[config.mk]
export PLATFORM = sky130hd
export DESIGN_NAME = retire_trace_buffer
export DESIGN_NICKNAME = d
export VERILOG_FILES = /design/src/rtl/retire_pkg.sv /design/src/rtl/retire_fifo.sv /design/src/rtl/retire_trace_buffer.sv
export SDC_FILE = /design/constraint.sdc
export NUM_CORES = 1
export LEC_CHECK = 0
export ABC_AREA = 1
export BUFFER_PORTS_ARGS = -buffer_cell sky130_fd_sc_hd__buf_2
export CORE_MARGIN = 10
export CORE_UTILIZATION = 50
export CTS_BUF_LIST = sky130_fd_sc_hd__clkbuf_8 sky130_fd_sc_hd__clkbuf_16
export DETAILED_ROUTE_END_ITERATION = 8
export PLACE_DENSITY = 0.78
export SYNTH_ARGS = -nofsm -noshare
export SYNTH_HDL_FRONTEND = slang
export SYNTH_SLANG_ARGS = --single-unit
[constraint.sdc]
create_clock -name clk -period 6.85 [get_ports clk]
set_input_delay 0.3425 -clock clk [delete_from_list [all_inputs] [get_ports clk]]
set_output_delay 0.3425 -clock clk [all_outputs]
set_load 0.1 [all_outputs]
[src/rtl/retire_pkg.sv]
`default_nettype none
// ---------------------------------------------------------------------------
// Module  : retire_pkg
// Purpose : Retire packet layout shared by writeback and trace logic.
// Rev     : 1.0  initial release
// ---------------------------------------------------------------------------
package retire_pkg;

    localparam int RETIRE_W    = 70;
    localparam int RT_WEN      = 69;
    localparam int RT_WADDR_HI = 68;
    localparam int RT_WADDR_LO = 64;
    localparam int RT_WDATA_HI = 63;
    localparam int RT_WDATA_LO = 32;
    localparam int RT_PC_HI    = 31;
    localparam int RT_PC_LO    = 0;

    typedef struct packed {
        logic        wen;
        logic [4:0]  waddr;
        logic [31:0] wdata;
        logic [31:0] pc;
    } retire_pkt_t;

endpackage
`default_nettype wire

[src/rtl/retire_fifo.sv]
`default_nettype none
// ---------------------------------------------------------------------------
// Module  : retire_fifo
// Purpose : Parameterised synchronous FIFO, pointer-MSB full/empty.
// Rev     : 1.0  initial release
// ---------------------------------------------------------------------------
module retire_fifo #(
    parameter int WIDTH = 70,
    parameter int DEPTH = 8
) (
    input  logic                     clk,
    input  logic                     rst,
    input  logic                     i_push,
    input  logic                     i_pop,
    input  logic [WIDTH-1:0]         i_wdata,
    output logic [WIDTH-1:0]         o_rdata,
    output logic                     o_full,
    output logic                     o_empty,
    output logic [$clog2(DEPTH):0]   o_level
);

    localparam int             c_aw      = $clog2(DEPTH);
    localparam logic [c_aw:0]  c_ptr_one = (c_aw + 1)'(1);

    logic [WIDTH-1:0] r_mem [DEPTH];
    logic [c_aw:0]    r_wptr;
    logic [c_aw:0]    r_rptr;
    logic             w_full;
    logic             w_empty;
    logic             w_do_pop;
    logic             w_do_push;

    assign w_empty   = (r_wptr == r_rptr);
    assign w_full    = (r_wptr[c_aw] != r_rptr[c_aw]) &&
                       (r_wptr[c_aw-1:0] == r_rptr[c_aw-1:0]);
    assign w_do_pop  = i_pop && !w_empty;
    // A pop in the same cycle frees the slot, so a full FIFO still accepts.
    assign w_do_push = i_push && (!w_full || w_do_pop);

    always_ff @(posedge clk or posedge rst) begin
        if (rst) begin
            r_wptr <= '0;
            r_rptr <= '0;
        end else begin
            if (w_do_push) r_wptr <= r_wptr + c_ptr_one;
            if (w_do_pop)  r_rptr <= r_rptr + c_ptr_one;
        end
    end

    always_ff @(posedge clk) begin
        if (w_do_push) r_mem[r_wptr[c_aw-1:0]] <= i_wdata;
    end

    assign o_rdata = r_mem[r_rptr[c_aw-1:0]];
    assign o_full  = w_full;
    assign o_empty = w_empty;
    assign o_level = r_wptr - r_rptr;

endmodule
`default_nettype wire

[src/rtl/retire_trace_buffer.sv]
`default_nettype none
// ---------------------------------------------------------------------------
// Module  : retire_trace_buffer
// Purpose : Queues retire packets for trace, never stalls the CPU; counts drops.
// Rev     : 1.0  initial release
// ---------------------------------------------------------------------------
module retire_trace_buffer
    import retire_pkg::*;
#(
    parameter int DEPTH  = 8,
    parameter int CNT_W  = 32,
    parameter int DROP_W = 16
) (
    input  logic                   clk,
    input  logic                   rst,
    input  logic                   retire_valid,
    input  logic [RETIRE_W-1:0]    inst_retire,
    output logic                   trace_valid,
    input  logic                   trace_ready,
    output logic [RETIRE_W-1:0]    trace_data,
    output logic [$clog2(DEPTH):0] fifo_level,
    output logic                   fifo_full,
    output logic [CNT_W-1:0]       retire_cnt,
    output logic [DROP_W-1:0]      drop_cnt,
    output logic                   overflow
);

    logic              w_empty;
    logic              w_full;
    logic              w_pop;
    logic              w_drop;
    logic [CNT_W-1:0]  r_retire_cnt;
    logic [DROP_W-1:0] r_drop_cnt;
    logic              r_overflow;

    assign w_pop  = !w_empty && trace_ready;
    assign w_drop = retire_valid && w_full && !w_pop;

    retire_fifo #(
        .WIDTH (RETIRE_W),
        .DEPTH (DEPTH)
    ) u_fifo (
        .clk     (clk),
        .rst     (rst),
        .i_push  (retire_valid),
        .i_pop   (w_pop),
        .i_wdata (inst_retire),
        .o_rdata (trace_data),
        .o_full  (w_full),
        .o_empty (w_empty),
        .o_level (fifo_level)
    );

    always_ff @(posedge clk or posedge rst) begin
        if (rst) begin
            r_retire_cnt <= '0;
            r_drop_cnt   <= '0;
            r_overflow   <= 1'b0;
        end else begin
            if (retire_valid) r_retire_cnt <= r_retire_cnt + CNT_W'(1);
            // Drop count saturates rather than wrapping back to a misleading zero.
            if (w_drop && (r_drop_cnt != '1)) r_drop_cnt <= r_drop_cnt + DROP_W'(1);
            if (w_drop) r_overflow <= 1'b1;
        end
    end

    assign trace_valid = !w_empty;
    assign fifo_full   = w_full;
    assign retire_cnt  = r_retire_cnt;
    assign drop_cnt    = r_drop_cnt;
    assign overflow    = r_overflow;

endmodule
`default_nettype wire

==> flow_metrics.env, run 1 <==
export IMPL_via_per_inst=5.65
export IMPL_first_global_vias=16400
export IMPL_hold_buffers=59
export IMPL_ys_ff_latch=617
export IMPL_final_nets=2344
export IMPL_drt_iter0_drc=1807
export IMPL_start_kind="register"
export IMPL_holdPathEnd="u_fifo.r_mem[1][35]$_DFFE_PP_"
export IMPL_final_layout_size_suffix_gt1_share_pct=14.8
export IMPL_post_cts_setup_buffers=0
export IMPL_max_slew_margin_pct=18.3
export IMPL_status="finished, final reports clean"
export IMPL_drt_total_wl_mm=59.0
export IMPL_grt_overflow=0
export IMPL_synth_area_top_cells="edfxtp_1 (68%), o21ai_0 (5.8%), dfrtp_1 (5.8%)"
export IMPL_cts_sinks=617
export IMPL_synth_top_cell_area_share_pct=68.0
export IMPL_io_pins=199
export IMPL_rsz0062_at_grt="false"
export IMPL_avgSynthCellArea_sq_um=12.2
export IMPL_die_x_um=242
export IMPL_tightest_slew_ps=1230
export IMPL_min_period_over_period_pct=69.4
export IMPL_min_period_ps=4760
export IMPL_worstReg2RegStart="u_fifo.r_rptr[1]$_DFFE_PP0P_"
export IMPL_skew_ps=17.0
export IMPL_setup_viol=0
export IMPL_r2r_slack_ps=2090
export IMPL_first_pass_iters=5
export IMPL_wl_per_cell_um=19.8
export IMPL_cts_tree="built"
export IMPL_required_ps=7080
export IMPL_clk_pin_slew_worst_paths_ps=60
export IMPL_clk_path_buf_depth=3
export IMPL_yosysTopAreaCell="edfxtp_1"
export IMPL_die_h_um=242
export IMPL_netlist_area_sq_um=24700
export IMPL_drv_slew=0
export IMPL_clock_latency_ps=640
export IMPL_ant_nets=0
export IMPL_rr_worst_depth=10
export IMPL_hold_class="input port to register"
export IMPL_min_from="inst_retire[35]"
export IMPL_yosys_cell_types_count=28
export IMPL_arrival_ps=4990
export IMPL_criticalPathCategory="register to register"
export IMPL_regToRegEndpoint="u_fifo.r_mem[6][60]$_DFFE_PP_"
export IMPL_dp_hpwl_mm=33.2
export IMPL_hold_viol=0
export IMPL_root_buffer="clkbuf_16"
export IMPL_syn_inst=2035
export IMPL_syn_to_final_growth_pct=16.8
export IMPL_ys_seq_area_share_pct=73.7
export IMPL_syn_nets=2117
export IMPL_tns_ps=0
export IMPL_place_gp_congestion=0.843
export IMPL_grt_max_degree=272
export IMPL_start_util_pct=50.5
export IMPL_rows=81
export IMPL_track_usage_pct=19.2
export IMPL_num_vias=16800
export IMPL_htree_levels=2
export IMPL_grt_pass1_wl_mm=90.8
export IMPL_drcViolationCount=0
export IMPL_numCtsBuffers=59
export IMPL_cp_end_kind="register"
export IMPL_hold_depth=1
export IMPL_ys_warn_count=0
export IMPL_cp_max_fo=86
export IMPL_antenna_found_initial=5
export IMPL_fp_coreArea_sq_um=49000
export IMPL_portBuffers=198
export IMPL_fmax_ghz=0.210
export IMPL_cts_resized=0
export IMPL_max_cap_violations=0
export IMPL_dieArea_sq_um=58800
## synth_stat cells
cell / number
clkbuf_1: 78
nand4_1: 15
xor2_1: 20
a21oi_1: 2
nand3_1: 33
o21ai_0: 287
nor3_1: 8
a21o_1: 1
nand2_4: 2
nand2_2: 10
dfrtp_1: 57
or2_2: 1
nand3b_1: 2
inv_2: 3
fa_1: 1
nor2_1: 336
buf_2: 21
edfxtp_1: 560
xnor2_1: 11
nand2_1: 365
buf_6: 2
nor2_4: 3
inv_1: 60
buf_4: 3
xor2_2: 1
buf_1: 6
ha_1: 7
o22ai_1: 140
## per-layer routing
| metal | global-route usage [%] | wire length (um) | up-vias |
|---|---|---|---|
| met4 | 6.47 | 1140 | 2 |
| met3 | 4.40 | 4820 | 89 |
| li1 | - | - | 7702 |
| met5 | 0 | 7 | - |
| met2 | 31.5 | 29000 | 724 |
| met1 | 25.0 | 24000 | 8306 |
## per-stage QoR
stage          instances  area, sq um  setup WS (ps)  utilization (%)  hold WS (ps)
3_5_place_dp        2806        26400           2210             53.9           477
2_1_floorplan       2035        24700           1640                -           441
6_report            2980        28900           2090             59.0          3.24
4_1_cts             2975        28900           2170             59.0          1.56
3_3_place_gp        2806        26400           2190             53.9           478
5_1_grt             2978        28900           1760             59.0          4.31
## worst max-delay path by stage
stage	from	end	slack, ps	depth (start not counted)
5_1_grt	u_fifo.r_rptr[1]$_DFFE_PP0P_	u_fifo.r_mem[5][30]$_DFFE_PP_	1760	10
4_1_cts	u_fifo.r_rptr[1]$_DFFE_PP0P_	u_fifo.r_mem[6][50]$_DFFE_PP_	2170	10
2_1_floorplan	u_fifo.r_rptr[2]$_DFFE_PP0P_	u_fifo.r_mem[0][0]$_DFFE_PP_	1640	11
3_5_place_dp	u_fifo.r_rptr[1]$_DFFE_PP0P_	u_fifo.r_mem[6][37]$_DFFE_PP_	2210	10
6_report	u_fifo.r_rptr[1]$_DFFE_PP0P_	u_fifo.r_mem[6][60]$_DFFE_PP_	2090	10
3_3_place_gp	u_fifo.r_rptr[1]$_DFFE_PP0P_	u_fifo.r_mem[6][37]$_DFFE_PP_	2190	10
## worst max-delay path: stages, from the launching register on
cell      delay [ps]
dfrtp_4         1020
clkinv_2         840
ha_1             570
nand2_1           90
nor2_1            70
nand3_1           80
nand2_1          150
inv_1            170
nand2_1          250
nor2_4           140
buf_4            880
## layout by cell type (no fill, tap or decap), drive strengths merged, types with 8 or more instances in the layout
| master | instances |
|---|---|
| o22ai | 140 |
| dfrtp | 57 |
| nor3 | 8 |
| o21ai | 287 |
| dlygate4sd3 | 59 |
| nand2 | 377 |
| nand3 | 33 |
| xor2 | 21 |
| xnor2 | 11 |
| nor2 | 339 |
| clkbuf | 61 |
| edfxtp | 560 |
| buf | 217 |
| nand4 | 15 |
| clkinv | 31 |
| inv | 73 |
## cells by family (layout without fill, tap and decap cells)
group           count (synthesis)  in the layout  share of synthesized area (%)
simple gates                  775            775                           12.4
flops                         617            617                           73.7
compound gates                430            430                           9.42
buf+inv                       173            449                           2.84
xor+xnor                       32             32                           1.16
fa+ha+maj                       8              8                          0.435
other cells                     0              5                              0
## cell type report
| type | instances | area (sq um) |
|---|---|---|
| diodes | 5 | 12.5 |
| clock buffers | 61 | 1520 |
| clock inverters | 49 | 419 |
| fillers | 3620 | 20000 |
| inverters | 63 | 243 |
| multi-input cells | 1245 | 5860 |
| flip-flops and latches | 617 | 18300 |
| well taps | 664 | 831 |
| repair buffers | 276 | 1770 |
## state kept, by name, indices dropped and copies added (netlist names)
name           flops
u_fifo.r_wptr      4
overflow           1
drop_cnt          16
u_fifo.r_rptr      4
u_fifo.r_mem     560
retire_cnt        32
Power of run 1 is left out: the tool's default activity adds up to more than one toggle a clock period on the data nets, which glitch-free logic cannot reach.
==> run 2: changes to the inputs <==
--- a/config.mk
+++ b/config.mk
@@ -5,13 +5,13 @@
 export SDC_FILE = /design/constraint.sdc
 export NUM_CORES = 1
 export LEC_CHECK = 0
-export ABC_AREA = 1
+export ABC_AREA = 0
 export BUFFER_PORTS_ARGS = -buffer_cell sky130_fd_sc_hd__buf_2
 export CORE_MARGIN = 10
 export CORE_UTILIZATION = 50
 export CTS_BUF_LIST = sky130_fd_sc_hd__clkbuf_8 sky130_fd_sc_hd__clkbuf_16
 export DETAILED_ROUTE_END_ITERATION = 8
-export PLACE_DENSITY = 0.78
+export PLACE_DENSITY = 0.81
 export SYNTH_ARGS = -nofsm -noshare
 export SYNTH_HDL_FRONTEND = slang
 export SYNTH_SLANG_ARGS = --single-unit
==> constraint.sdc (replaced) <==
create_clock -name clk -period 4.29 [get_ports clk]
set_input_delay 0.2145 -clock clk [delete_from_list [all_inputs] [get_ports clk]]
set_output_delay 0.2145 -clock clk [all_outputs]
set_load 0.1 [all_outputs]
==> flow_metrics.env, run 2 <==
export IMPL_synthTopCellsByCount="edfxtp_1 (560), nand2_1 (232), mux4_2 (140)"
export IMPL_drt_total_wl_mm=49.7
export IMPL_place_gp_congestion=0.837
export IMPL_clock_latency_ps=600
export IMPL_htree_levels=2
export IMPL_max_slew_margin_pct=9.31
export IMPL_max_cap_violations=0
export IMPL_num_vias=12300
export IMPL_dp_hpwl_mm=27.3
export IMPL_ys_seq_area_share_pct=76.7
export IMPL_ys_warn_count=0
export IMPL_die_x_um=238
export IMPL_cp_max_fo=38
export IMPL_fin_cells=2184
export IMPL_start_kind="register"
export IMPL_cts_resized=0
export IMPL_clk_path_buf_depth=3
export IMPL_arrival_ps=3210
export IMPL_final_nets=1605
export IMPL_grt_overflow=0
export IMPL_layout_commonest_cell="edfxtp_1"
export IMPL_first_pass_iters=5
export IMPL_required_ps=4080
export IMPL_hold_viol=0
export IMPL_wl_per_cell_um=22.8
export IMPL_fp_coreArea_sq_um=46900
export IMPL_synth_ff_type="edfxtp_1"
export IMPL_via_per_inst=5.64
export IMPL_grt_max_degree=145
export IMPL_syn_inst=1220
export IMPL_netlist_area_sq_um=23800
export IMPL_ys_ff_latch=617
export IMPL_cp_end_kind="output pin"
export IMPL_ant_nets=0
export IMPL_yosysMostFrequentCell="edfxtp_1"
export IMPL_hold_class="input port to asynchronous set/reset pin"
export IMPL_portBuffers=198
export IMPL_die_h_um=238
export IMPL_grt_pass1_wl_mm=77.8
export IMPL_criticalPathCategory="register to output pin"
export IMPL_cts_sinks=617
export IMPL_drcViolationCount=0
export IMPL_fmax_ghz=0.292
export IMPL_first_global_vias=12900
export IMPL_dp_cells=1994
export IMPL_final_layout_size_suffix_gt1_share_pct=30.0
export IMPL_numCtsBuffers=61
export IMPL_min_period_over_period_pct=79.8
export IMPL_synth_top_cell_area_share_pct=70.7
export IMPL_yosysTopAreaCell="edfxtp_1"
export IMPL_skew_ps=10.7
export IMPL_rsz0062_at_grt="false"
export IMPL_tightest_slew_ps=1350
export IMPL_rows=79
export IMPL_drt_iter0_drc=934
export IMPL_final_cell_mix="edfxtp_1 (560), nand2_1 (232), buf_2 (198), mux4_2 (140), dlygate4sd3_1 (73)"
export IMPL_dieArea_sq_um=56700
export IMPL_antenna_found_initial=2
export IMPL_largest_register_ffs=560
export IMPL_io_pins=199
export IMPL_yosys_cell_types_count=40
export IMPL_drv_slew=0
export IMPL_cts_tree="built"
export IMPL_synth_enable_flop_cells=560
export IMPL_status="finished, final reports clean"
export IMPL_clk_pin_slew_worst_paths_ps=60
export IMPL_synthArstFlopShare_pct=9.24
export IMPL_start_util_pct=50.8
export IMPL_avgSynthCellArea_sq_um=19.5
export IMPL_root_buffer="clkbuf_16"
export IMPL_setup_viol=0
export IMPL_min_period_ps=3420
export IMPL_syn_nets=1302
export IMPL_synth_area_top_cells="edfxtp_1 (71%), mux4_2 (13%), dfrtp_1 (6.0%)"
export IMPL_syn_to_final_growth_pct=18.8
export IMPL_track_usage_pct=17.7
==> run 2: worst max-delay path, cell delays in order (launching register included) <==
cell	delay [ps]
dfrtp_4	730
buf_4	700
mux4_2	590
nand2_1	80
nand2_1	120
buf_2	310
==> run 2: kinds of logic (layout without fill, tap and decap cells) <==
family	count (synthesis)	in the layout	share of synthesized area, %
AO/OA/AOI/OAI	5	5	0.142
XOR/XNOR	55	55	2.02
adder cells (fa/ha/maj)	8	8	0.452
buffers and inverters	65	419	1.29
flip-flops	617	617	76.7
multiplexers	143	143	13.4
other	0	3	0
AND/OR/NAND/NOR	327	327	6.04
==> run 2: path summary, 6_finish.rpt <==
check	startpoint	endpoint	slack [ps]	cells after the start
max in group asynchronous	rst	u_fifo.r_rptr[2]$_DFFE_PP0P_	3390	4
worst max-delay path	u_fifo.r_rptr[0]$_DFFE_PP0P_	trace_data[8]	870	5
worst min register to register	retire_cnt[31]$_DFFE_PP0P_	retire_cnt[31]$_DFFE_PP0P_	460	1
worst min-delay path	rst	overflow$_DFFE_PP0P_	370	4
min in group clk	inst_retire[54]	u_fifo.r_mem[3][54]$_DFFE_PP_	410	2
worst max register to register	u_fifo.r_rptr[0]$_DFFE_PP0P_	u_fifo.r_mem[5][40]$_DFFE_PP_	1290	6
==> run 2: final cells by class <==
cell class | instances | area, sq um
antenna | 3 | 7.51
clock buffer | 62 | 1550
clock inverter | 52 | 390
fill | 3291 | 18600
inverter | 11 | 43.8
multi-input combinational | 538 | 5310
sequential | 617 | 18300
tap | 607 | 759
timing repair buffer | 294 | 1960
==> run 2: timing repair <==
action	in CTS	in global routing
setup buffers	0	0
hold buffers	73	0
hold endpoints to repair	625	0
==> run 2: metal layers <==
metal	global-route usage [%]	part of all wire [%]
met1	24.3	42
met2	28.4	49
met3	3.71	6.9
met4	4.95	1.8
met5	0	0
==> run 2: through the flow <==
step	setup WS, ps	instance area [sq um]	setup TNS, ps	util (%)	hold slack (ps)
CTS	777	28300	0	60.3	352
detailed placement	1220	25600	0	54.6	456
global placement	1300	25600	0	54.6	444
global route	646	28300	0	60.3	411
floorplan	-895	23800	-393550	-	313
finish	869	28300	0	60.3	373
Power of run 2 is left out for the same reason.
==> run 3: changes to the inputs <==
==> constraint.sdc (replaced) <==
create_clock -name clk -period 2.8 [get_ports clk]
set_input_delay 0.14 -clock clk [delete_from_list [all_inputs] [get_ports clk]]
set_output_delay 0.14 -clock clk [all_outputs]
set_load 0.1 [all_outputs]
==> flow_metrics.env, run 3 (same netlist as run 2, synthesis figures left out) <==
export IMPL_via_per_inst=5.77
export IMPL_cpPeakStageDelay_ps=540
export IMPL_max_cap_violations=0
export IMPL_hold_viol=0
export IMPL_drt_total_wl_mm=53.1
export IMPL_crit_end="trace_data[12]"
export IMPL_clk_path_buf_depth=3
export IMPL_clk_pin_slew_worst_paths_ps=60
export IMPL_syn_to_final_growth_pct=20.4
export IMPL_start_util_pct=50.8
export IMPL_clock_latency_ps=620
export IMPL_track_usage_pct=18.8
export IMPL_start_kind="register"
export IMPL_die_h_um=238
export IMPL_largest_register_ffs=560
export IMPL_post_place_ws_ps=371
export IMPL_numCtsBuffers=59
export IMPL_min_period_ps=2740
export IMPL_post_cts_setup_buffers=0
export IMPL_drcViolationCount=0
export IMPL_grt_max_degree=73
export IMPL_rr_worst_depth=6
export IMPL_setup_viol=0
export IMPL_cp_end_kind="output pin"
export IMPL_root_buffer="clkbuf_16"
export IMPL_grt_overflow=0
export IMPL_rows=79
export IMPL_rsz0062_at_grt="true"
export IMPL_slowest_stage="dfrtp_4"
export IMPL_skew_ps=13.9
export IMPL_dp_hpwl_mm=29.3
export IMPL_cp_max_fo=29
export IMPL_final_nets=1611
export IMPL_crit_buf_inv=2
export IMPL_worstReg2RegStart="u_fifo.r_rptr[0]$_DFFE_PP0P_"
export IMPL_portBuffers=198
export IMPL_required_ps=2660
export IMPL_final_cell_mix="edfxtp_1 (560), nand2_1 (230), buf_2 (151), mux4_2 (140), dlygate4sd3_1 (73)"
export IMPL_drv_slew=0
export IMPL_crit_start="u_fifo.r_rptr[0]$_DFFE_PP0P_"
export IMPL_r2r_slack_ps=310
export IMPL_worst_path_stages=5
export IMPL_status="finished, final reports clean"
export IMPL_grt_pass1_wl_mm=81.6
export IMPL_min_period_over_period_pct=97.9
export IMPL_hold_class="input port to asynchronous set/reset pin"
export IMPL_criticalPathCategory="register to output pin"
export IMPL_fin_ws_ps=58.3
export IMPL_first_pass_iters=5
export IMPL_path_cells="bufbuf_16 > mux4_2 > nand2_1 > nand2_1 > buf_2"
export IMPL_cts_tree="built"
export IMPL_die_x_um=238
export IMPL_regToRegEndpoint="u_fifo.r_mem[7][16]$_DFFE_PP_"
export IMPL_tightest_slew_ps=769
export IMPL_final_layout_size_suffix_gt1_share_pct=30.3
export IMPL_ant_nets=0
export IMPL_wl_per_cell_um=24.3
export IMPL_fmax_ghz=0.365
export IMPL_dieArea_sq_um=56700
export IMPL_place_gp_congestion=0.814
export IMPL_layout_commonest_cell="edfxtp_1"
export IMPL_drt_iter0_drc=1090
export IMPL_max_slew_margin_pct=48.8
export IMPL_num_vias=12600
export IMPL_cp_top_family="buffers and inverters"
export IMPL_cts_sinks=617
export IMPL_first_global_vias=13500
export IMPL_hold_slack_ps=201
export IMPL_fp_coreArea_sq_um=46900
export IMPL_crit_top_cell="nand2_1"
export IMPL_htree_levels=2
export IMPL_io_pins=199
export IMPL_arrival_ps=2600
export IMPL_antenna_found_initial=7
==> run 3: cell types whose count changed in the layout (fill, tap and decap cells not counted), moves of 3 or more <==
cell,previous run,this run
buf_2,198,151
bufinv_16,5,2
buf_12,5,18
buf_4,18,33
buf_6,0,14
clkinv_2,14,9
inv_1,19,24
clkbuf_4,0,8
==> run 3: metal layers <==
metal	vias up	share of wire (%)	global-route usage, %
li1	5421	-	-
met3	110	6.9	3.72
met4	4	3.1	7.34
met1	6563	40	24.7
met2	507	50	30.8
met5	-	0.051	0
==> run 3: cell type report <==
class,count,area [sq um]
Fill cell,3237,18200
Antenna cell,4,10.0
Tap cell,607,759
Clock inverter,46,269
Inverter,11,46.3
Clock buffer,61,1530
Multi-Input combinational cell,538,5370
Sequential cell,617,18300
Timing Repair Buffer,302,2430
==> run 3: metrics by stage <==
step / util (%) / TNS [ps] / instance area (sq um) / cells
finish: 61.2 / 0 / 28700 / 2186
global route: 61.2 / -1430 / 28700 / 2184
CTS: 61.0 / 0 / 28600 / 2182
detailed placement: 55.3 / 0 / 25900 / 2001
global placement: 55.3 / 0 / 25900 / 2001
floorplan: - / -203050 / 24000 / 1220
==> run 3: how the worst min path moves through the flow <==
stage	startpoint	to	depth (start not counted)	slack, ps
after floorplan	inst_retire[0]	u_fifo.r_mem[0][0]$_DFFE_PP_	0	240
after global placement	rst	retire_cnt[25]$_DFFE_PP0P_	2	300
after detailed placement	rst	retire_cnt[25]$_DFFE_PP0P_	2	310
after CTS	rst	retire_cnt[25]$_DFFE_PP0P_	3	210
after global routing	rst	retire_cnt[25]$_DFFE_PP0P_	3	240
final	rst	retire_cnt[25]$_DFFE_PP0P_	3	200
==> run 3: timing repair <==
item	CTS	global route
hold endpoints to repair	600	0
gates resized for setup	31	43
setup endpoints to repair	70	57
cloned	1	0
hold buffers	73	0
==> run 3: tightest hold or removal path, cell delays in order <==
cell	delay, ps
dlygate4sd3_1	530
buf_2	130
inv_2	510
Power of run 3 is left out for the same reason.
